==> config.mk <==
export PLATFORM = sky130hd
export DESIGN_NAME = input_debouncer
export DESIGN_NICKNAME = d
export VERILOG_FILES = /design/src/rtl/input_debouncer.sv
export SDC_FILE = /design/constraint.sdc
export NUM_CORES = 1
export LEC_CHECK = 0
export ABC_AREA = 1
export CORE_MARGIN = 3
export CORE_UTILIZATION = 54
export DETAILED_ROUTE_END_ITERATION = 16
export PLACE_DENSITY = 0.85
export SYNTH_ARGS = -nofsm -noshare
export SYNTH_HDL_FRONTEND = slang
export SYNTH_SLANG_ARGS = --single-unit
==> constraint.sdc <==
create_clock -name clk -period 1.9 [get_ports clk]
set_clock_uncertainty 0.15 [all_clocks]
set_input_delay 0.285 -clock clk [delete_from_list [all_inputs] [get_ports clk]]
set_output_delay 0.285 -clock clk [all_outputs]
set_load 0.005 [all_outputs]
==> src/rtl/input_debouncer.sv <==
// Debounces a raw asynchronous level: synchroniser chain, four-state stability FSM
// with a dwell counter, and a saturating counter of aborted candidates.
module input_debouncer #(
  parameter int SYNC_STAGES     = 2,
  parameter int DEBOUNCE_CYCLES = 1000
) (
  input  logic       clk,
  input  logic       reset_n,
  input  logic       noisy_in,
  input  logic       clr_glitch,
  output logic       level_out,
  output logic       busy,
  output logic       glitch,
  output logic [7:0] glitch_cnt,
  output logic [1:0] dbg_state
);

  localparam int CNT_W = (DEBOUNCE_CYCLES > 1) ? $clog2(DEBOUNCE_CYCLES) : 1;
  localparam logic [CNT_W-1:0] CNT_LAST = CNT_W'(DEBOUNCE_CYCLES - 1);

  typedef enum logic [1:0] {
    ST_LOW       = 2'd0,
    ST_WAIT_HIGH = 2'd1,
    ST_HIGH      = 2'd2,
    ST_WAIT_LOW  = 2'd3
  } state_t;

  state_t                 state, state_nxt;
  logic [CNT_W-1:0]       cnt, cnt_nxt;
  logic                   level_nxt;
  logic                   glitch_nxt;
  logic [SYNC_STAGES-1:0] sync_q;
  logic                   sync;

  // Plain flop chain; only the last stage is ever looked at.
  always_ff @(posedge clk or negedge reset_n) begin
    if (!reset_n) begin
      sync_q <= '0;
    end else begin
      sync_q <= {sync_q[SYNC_STAGES-2:0], noisy_in};
    end
  end

  assign sync = sync_q[SYNC_STAGES-1];

  always_ff @(posedge clk or negedge reset_n) begin
    if (!reset_n) begin
      state     <= ST_LOW;
      cnt       <= '0;
      level_out <= 1'b0;
      glitch    <= 1'b0;
    end else begin
      state     <= state_nxt;
      cnt       <= cnt_nxt;
      level_out <= level_nxt;
      glitch    <= glitch_nxt;
    end
  end

  // The terminal compare is tested before the increment, so cnt never wraps.
  always_comb begin
    state_nxt  = state;
    cnt_nxt    = cnt;
    level_nxt  = level_out;
    glitch_nxt = 1'b0;
    case (state)
      ST_LOW: begin
        if (sync) begin
          state_nxt = ST_WAIT_HIGH;
          cnt_nxt   = '0;
        end
      end
      ST_WAIT_HIGH: begin
        if (!sync) begin
          state_nxt  = ST_LOW;
          glitch_nxt = 1'b1;
        end else if (cnt == CNT_LAST) begin
          state_nxt = ST_HIGH;
          level_nxt = 1'b1;
        end else begin
          cnt_nxt = cnt + 1'b1;
        end
      end
      ST_HIGH: begin
        if (!sync) begin
          state_nxt = ST_WAIT_LOW;
          cnt_nxt   = '0;
        end
      end
      ST_WAIT_LOW: begin
        if (sync) begin
          state_nxt  = ST_HIGH;
          glitch_nxt = 1'b1;
        end else if (cnt == CNT_LAST) begin
          state_nxt = ST_LOW;
          level_nxt = 1'b0;
        end else begin
          cnt_nxt = cnt + 1'b1;
        end
      end
      default: begin
        state_nxt = ST_LOW;
      end
    endcase
  end

  // A clear in the same cycle as a glitch pulse takes priority over the count.
  always_ff @(posedge clk or negedge reset_n) begin
    if (!reset_n) begin
      glitch_cnt <= 8'd0;
    end else if (clr_glitch) begin
      glitch_cnt <= 8'd0;
    end else if (glitch && (glitch_cnt != 8'hFF)) begin
      glitch_cnt <= glitch_cnt + 8'd1;
    end
  end

  assign busy      = (state == ST_WAIT_HIGH) || (state == ST_WAIT_LOW);
  assign dbg_state = state;

endmodule

==> results of run 1 <==
## area by class of cell
class,instances,area [um2]
Clock inverter,1,30.0
Sequential cell,24,601
Tap cell,28,35.0
Inverter,21,83.8
Clock buffer,3,22.5
Fill cell,182,707
Timing Repair Buffer,20,190
Multi-Input combinational cell,127,649
## how the worst max path moves through the flow
stage | start | slack, ns | endpoint
floorplan | glitch_cnt[0] | 0.35 | glitch_cnt[3]
global placement | cnt[0] | 0.30 | cnt[0]
detailed placement | cnt[1] | 0.16 | cnt[1]
CTS | glitch_cnt[4] | 0.09 | glitch_cnt[4]
global route | cnt[1] | 0.01 | cnt[0]
finish | glitch_cnt[4] | 0.1 | glitch_cnt[4]
## metal layers
metal / global-route usage (%) / vias to the layer above / wire length [um]
met3: 2.07 / 2 / 150
met1: 26.2 / 567 / 1280
li1: - / 607 / -
met2: 35.6 / 42 / 1450
met4: 3.39 / 0 / 18
met5: 0 / - / 0
## cell usage after synthesis, types with 3 or more instances
cell type,number,area [um2]
or2_2,3,18.8
xor2_1,3,26.3
nand3_1,22,110
o21ai_0,10,50.1
o21ai_2,4,35.0
nand2_1,51,191
dfrtp_1,24,601
buf_2,4,20.0
inv_1,20,75.1
nand2_2,3,18.8
nor2_1,13,48.8
nand4_1,5,31.3
## power breakdown
| part | switching, mW | leakage, nW | internal (mW) |
|---|---|---|---|
| clock | 0.163 | 0.0279 | 0.213 |
| sequential | 0.0165 | 0.324 | 0.525 |
| combinational | 0.0512 | 0.414 | 0.0377 |
| total | 0.230 | 0.766 | 0.777 |
## stage by stage
step	total power [mW]	utilization, %	setup WS (ns)
2_1_floorplan	0.600	-	0.352
3_3_place_gp	0.634	66.9	0.296
3_5_place_dp	0.640	66.9	0.156
4_1_cts	1.01	69.2	0.0949
5_1_grt	1.05	69.5	0.0108
6_report	1.01	69.5	0.0981
## state kept, by name, summed over array words and instances, names as in the netlist, named ones only
| register | cells |
|---|---|
| cnt | 10 |
| glitch_cnt | 8 |
| sync_q | 2 |
| dbg_state | 1 |
| glitch | 1 |
| level_out | 1 |
## cells by family after synthesis
family                     after synthesis  share of synthesized area [%]
AOI/OAI and AO/OA                       20                           9.20
adders and majority gates                2                           1.82
xor gates and xnor gates                 4                           2.55
and+or+nand+nor                        101                           33.2
DFF                                     24                           43.7
buffers and inverters                   28                           9.56
==> impl_metrics.toml, run 1 <==
[setup_path]
critPathSlowestCell = "clkdlybuf4s50_1"
cp.required_ns = 1.46
worstPathArrival_ns = 1.37
cp.depth = 1
critPathMaxStageDelay_ns = 0.54
cp_max_fo = 7
cp-start-kind = "flop"
crit_type = "reg -> out"
end_kind = "output pin"
rr_worst_depth = 8
r2r_end = "cnt[1]"
crit_buf_inv = 1
cp_top_family = "buffers and inverters"
reg2reg_from = "cnt[1]"
crit_chain = "clkdlybuf4s50_1"
r2r_setup_slack_ns = 0.16

[detailed_routing]
drc_errors = 0
postRouteAntennaNets = 0
routed_wirelength_um = 2900
wire_per_inst_um = 12.9
via_count = 1218
drt-initial-drc-count = 36
viasPerCell = 5.44
dr.pass1.iters = 5

[clocking]
path_clk_slew_ns = 0.14
cts_sinks = 24
cts_tree = "done"
clkLatencyLatePin_ns = 0.32
cts_root_buf = "clkbuf_4"
post_cts_buffers = 0
htreeDepth = 1
cts_buffers = 3
cts_resized = 0
cts_buffer_depth = 2
cts-hold-fix-buffers = 0

[yosys]
synthDistinctLibCells = 25
synth_area_um2 = 1370
yosys_warnings = 0
synth.avg_cell_area_um2 = 7.67
synth-seq-cells = 24
synth-edff-count = 0
synth-main-ff-cell = "dfrtp_1"
syn_nets = 185
synthesis.instances = 179
ys_seq_area_share_pct = 43.7
ys_async_sr_fraction_pct = 100

[timing]
setup_viol = 0
hold_slack_ns = 0.169
fmax_mhz = 555
fin_crit_sh_pct = 94.8
tns_ns = 0
worstMarginPinSlew_ns = 0.351
slew_headroom_pct = 76.5
hold_viol = 0
fin_crit_ns = 1.80
rsz0062_at_grt = "false"
slew_violations = 0

[global_routing]
grt_usage_pct = 19.9
grt_max_degree = 25
antenna_found_initial = 0
grt_pass1_vias = 1167
overflow = 0
grt_pass1_wl_um = 5200

[die]
num_rows = 17
die_x_um = 56.4
ios = 17
core-area_um2 = 2320
dieArea_um2 = 3190
start_util_pct = 59.3
chipHeight_um = 56.4

[placement]
gp_congestion = 0.859
placed_cell_area_um2 = 1550
placedCellCount = 220
dpl.hpwl_um = 2150
port_buffers = 16

[final_layout]
antenna_cells = 0
syn_to_final_growth_pct = 17.3
drive_above_1_share_pct = 11.7
nets = 203
mostFrequentLayoutCell = "nand2_1"
final_cell_area_um2 = 1610
fin_cells = 224
final_cell_mix = "nand2_1, dfrtp_1, nand3_1"

[run_status]
status = "finished, final reports clean"

[pwr]
ir_drop_mv = 0.545
p_per_area_nw_per_um2 = 625
leakagePower_nw = 0.766

[min_path]
hold_path.class = "in -> async"

[job]
drv_cap = 0
No activity file was read; power rests on OpenSTA's default activity.
==> run 2: changes to the inputs <==
CTS_CLUSTER_DIAMETER = 150   (was default)
clock period = 2.04 ns   (was 1.9 ns; I/O delays follow)
==> impl_metrics.toml, run 2 (synthesis results as in run 1) <==
[clocking]
post_cts_buffers = 0
path_clk_slew_ns = 0.14
htreeDepth = 1
cts_root_buf = "clkbuf_4"
cts_buffers = 3
cts_sinks = 24
clkLatencyLatePin_ns = 0.32
cts_tree = "done"
cts_buffer_depth = 2

[timing]
setup_viol = 0
worstMarginPinSlew_ns = 0.322
fin_crit_sh_pct = 90.9
tns_ns = 0
slew_violations = 0
fin_crit_ns = 1.85
setup_ws_ns = 0.186
fmax_mhz = 539
rsz0062_at_grt = "false"
hold_viol = 0
hold_slack_ns = 0.160
slew_headroom_pct = 78.4

[final_layout]
largestRegisters = "cnt (10), glitch_cnt (8), sync_q (2)"
multiInputGateArea_um2 = 642
mostFrequentLayoutCell = "nand2_1"
largest-register = "cnt"
largest_reg_flops = 10
syn_to_final_growth_pct = 16.3
seq_area_um2 = 602
fillers = 178
antenna_cells = 0
drive_above_1_share_pct = 11.8
nets = 202
final_cell_mix = "nand2_1, dfrtp_1, nand3_1"

[global_routing]
grt_pass1_vias = 1106
grt_pass1_wl_um = 4810
grt_usage_pct = 18.8
grt_max_degree = 25
antenna_found_initial = 0
overflow = 0

[detailed_routing]
dr.pass1.iters = 4
viasPerCell = 5.31
drc_errors = 0
via_count = 1184
postRouteAntennaNets = 0
wire_per_inst_um = 11.8
drt-initial-drc-count = 22
routed_wirelength_um = 2640

[setup_path]
r2r_setup_slack_ns = 0.42
cp-startpoint = "dbg_state[0]"
crit_buf_inv = 1
cp_top_family = "buffers and inverters"
crit_type = "reg -> out"
end_kind = "output pin"
cp-start-kind = "flop"
reg2reg_from = "glitch_cnt[0]"
r2r_end = "glitch_cnt[2]"
crit_chain = "clkdlybuf4s50_1"
worstPathArrival_ns = 1.40
cp.required_ns = 1.58
cp_max_fo = 12
cp.depth = 1
endpoint = "dbg_state[0]"
rr_worst_depth = 9
critPathSlowestCell = "clkdlybuf4s50_1"
critPathMaxStageDelay_ns = 0.55

[job]
drv_cap = 0

[placement]
preCtsSetupSlack_ns = 0.441
port_buffers = 16
gp_congestion = 0.798
dpl.hpwl_um = 1960

[pwr]
pwr-share-comb_pct = 8.3
clkPwrFrac_pct = 37.1
switching_power_mw = 0.206
p_per_area_nw_per_um2 = 581
p_int_mw = 0.722
ir_drop_mv = 0.579
power_frac_seq_pct = 54.6
leakagePower_nw = 0.759
swShare_pct = 22.2

[die]
die_x_um = 56.4
ios = 17
dieArea_um2 = 3190
core-area_um2 = 2320
num_rows = 17
chipHeight_um = 56.4
start_util_pct = 59.3

[min_path]
hold_path.class = "in -> async"

[run_status]
status = "finished, final reports clean"
[run 2: area by class of cell]
class	instances	area share, %
Clock buffer	3	1.41
Tap cell	28	2.19
Clock inverter	1	1.88
Multi-Input combinational cell	127	40.2
Timing Repair Buffer	19	11.4
Sequential cell	24	37.7
Inverter	21	5.25
[run 2: worst min-delay path by stage]
stage	slack, ns	start	endpoint
finish	0.16	reset_n	glitch_cnt[5]
global route	0.17	reset_n	glitch_cnt[3]
global placement	0.19	sync_q[0]	sync_q[1]
floorplan	-0.14	reset_n	asynchronous set/reset pin
CTS	0.18	reset_n	glitch_cnt[3]
detailed placement	0.19	sync_q[0]	sync_q[1]
[run 2: timing repair]
action | CTS | global route
endpoints found under the setup margin | 0 | 2
gates resized for setup | 0 | 1
hold buffers | 0 | 0
[run 2: per-stage QoR]
step                instance area, um2  std cells  total power, mW  util [%]
detailed placement                1540        219            0.593      66.6
global route                      1600        223            0.974      68.9
floorplan                         1370        179            0.559         -
CTS                               1600        223            0.932      68.9
finish                            1600        223            0.928      68.9
global placement                  1540        219            0.590      66.6
[run 2: metal layers]
layer	part of all wire [%]	global-route usage, %	vias up
met1	45	23.0	541
li1	-	-	599
met2	49	32.8	35
met3	4.2	3.68	9
met4	1.9	6.10	0
met5	0	0	-
[run 2: power groups by stage]
stage	sequential (mW)	combinational, mW	clock [mW]
finish	0.507	0.0770	0.344
global route	0.510	0.0888	0.376
CTS	0.506	0.0785	0.347
detailed placement	0.515	0.0778	0
global placement	0.514	0.0761	0
floorplan	0.511	0.0483	0
==> run 3: changes to the inputs <==
RECOVER_POWER = 25   (was default)
==> impl_metrics.toml, run 3 (synthesis results as in run 1) <==
[run_status]
status = "finished, final reports clean"

[timing]
setup_viol = 0
worstMarginPinSlew_ns = 1.23
hold_viol = 0
rsz0062_at_grt = "false"
fmax_mhz = 539
tns_ns = 0
slew_headroom_pct = 18.1
slew_violations = 0
fin_crit_sh_pct = 90.9
fin_crit_ns = 1.85

[setup_path]
worstPathArrival_ns = 1.40
r2r_setup_slack_ns = 0.42
r2r_end = "glitch_cnt[2]"
cp-startpoint = "dbg_state[0]"
endpoint = "dbg_state[0]"
reg2reg_from = "glitch_cnt[0]"
cp_top_family = "buffers and inverters"
cp_max_fo = 12
crit_chain = "clkdlybuf4s50_1"
cp.depth = 1
cp.required_ns = 1.58
rr_worst_depth = 9
cp-start-kind = "flop"
crit_buf_inv = 1
critPathSlowestCell = "clkdlybuf4s50_1"
critPathMaxStageDelay_ns = 0.55
crit_type = "reg -> out"
end_kind = "output pin"

[global_routing]
grt_usage_pct = 18.8
grt_pass1_vias = 1106
antenna_found_initial = 0
overflow = 0
grt_max_degree = 25
grt_pass1_wl_um = 4810

[die]
dieArea_um2 = 3190
ios = 17
chipHeight_um = 56.4
die_x_um = 56.4
num_rows = 17
core-area_um2 = 2320
start_util_pct = 59.3

[final_layout]
largest-register = "cnt"
syn_to_final_growth_pct = 16.0
largest_reg_flops = 10
drive_above_1_share_pct = 11.3
largestRegisters = "cnt (10), glitch_cnt (8), sync_q (2)"
nets = 202
fillers = 180
antenna_cells = 0
mostFrequentLayoutCell = "nand2_1"
final_cell_mix = "nand2_1, dfrtp_1, nand3_1"
final_util_pct = 68.8

[placement]
gp_congestion = 0.798
dpl.hpwl_um = 1960
port_buffers = 16

[clocking]
htreeDepth = 1
cts_resized = 0
cts_tree = "done"
cts_sinks = 24
post_cts_buffers = 0
cts_buffer_depth = 2
cts_buffers = 3
cts_root_buf = "clkbuf_4"
path_clk_slew_ns = 0.14
clkLatencyLatePin_ns = 0.32
cts-hold-fix-buffers = 0

[min_path]
hold_path.class = "reg -> reg"

[pwr]
p_per_area_nw_per_um2 = 581
ir_drop_mv = 0.579
leakagePower_nw = 0.756

[detailed_routing]
drc_errors = 0
routed_wirelength_um = 2640
wire_per_inst_um = 11.8
dr.pass1.iters = 4
postRouteAntennaNets = 0
drt-initial-drc-count = 22
via_count = 1184
viasPerCell = 5.31

[job]
drv_cap = 0
run 3: worst min-delay path by stage:
stage | from | to | slack (ns) | cells after the start
after detailed placement | sync_q[0] | sync_q[1] | 0.19 | 0
final | sync_q[0] | sync_q[1] | 0.22 | 0
after floorplan | reset_n | asynchronous set/reset pin | -0.14 | 0
after CTS | reset_n | glitch_cnt[3] | 0.18 | 2
after global placement | sync_q[0] | sync_q[1] | 0.19 | 0
after global routing | sync_q[0] | sync_q[1] | 0.23 | 0
run 3: metrics by stage:
stage | instances | hold WS, ns | total power [mW] | instance area (um2) | setup WS (ns)
after floorplan | 179 | -0.140 | 0.559 | 1370 | 0.492
after global placement | 219 | 0.193 | 0.590 | 1540 | 0.468
after detailed placement | 219 | 0.194 | 0.593 | 1540 | 0.441
after CTS | 223 | 0.181 | 0.932 | 1600 | 0.0692
after global routing | 223 | 0.233 | 0.973 | 1590 | 0.0637
final | 223 | 0.221 | 0.927 | 1590 | 0.186
run 3: where the power goes:
group / internal, mW / switching [mW] / total [mW]
logic: 0.0327 / 0.0430 / 0.0757
clock network: 0.199 / 0.146 / 0.344
registers: 0.490 / 0.0172 / 0.507
total: 0.721 / 0.206 / 0.927
run 3: layout make-up:
cell class                      count  area, um2  area share, %
Multi-Input combinational cell    127        642           40.3
Clock inverter                      1       30.0           1.88
Clock buffer                        3       22.5           1.41
Tap cell                           28       35.0           2.20
Sequential cell                    24        602           37.8
Timing Repair Buffer               19        179           11.2
Inverter                           21       83.8           5.26
run 3: per-layer routing:
layer	track usage (%)	vias to the layer above	wire (um)	part of all wire [%]
met5	0	-	0	0
met4	6.10	0	50	1.9
met3	3.68	9	111	4.2
met2	32.8	35	1300	49
met1	23.0	541	1180	45
li1	-	599	-	-
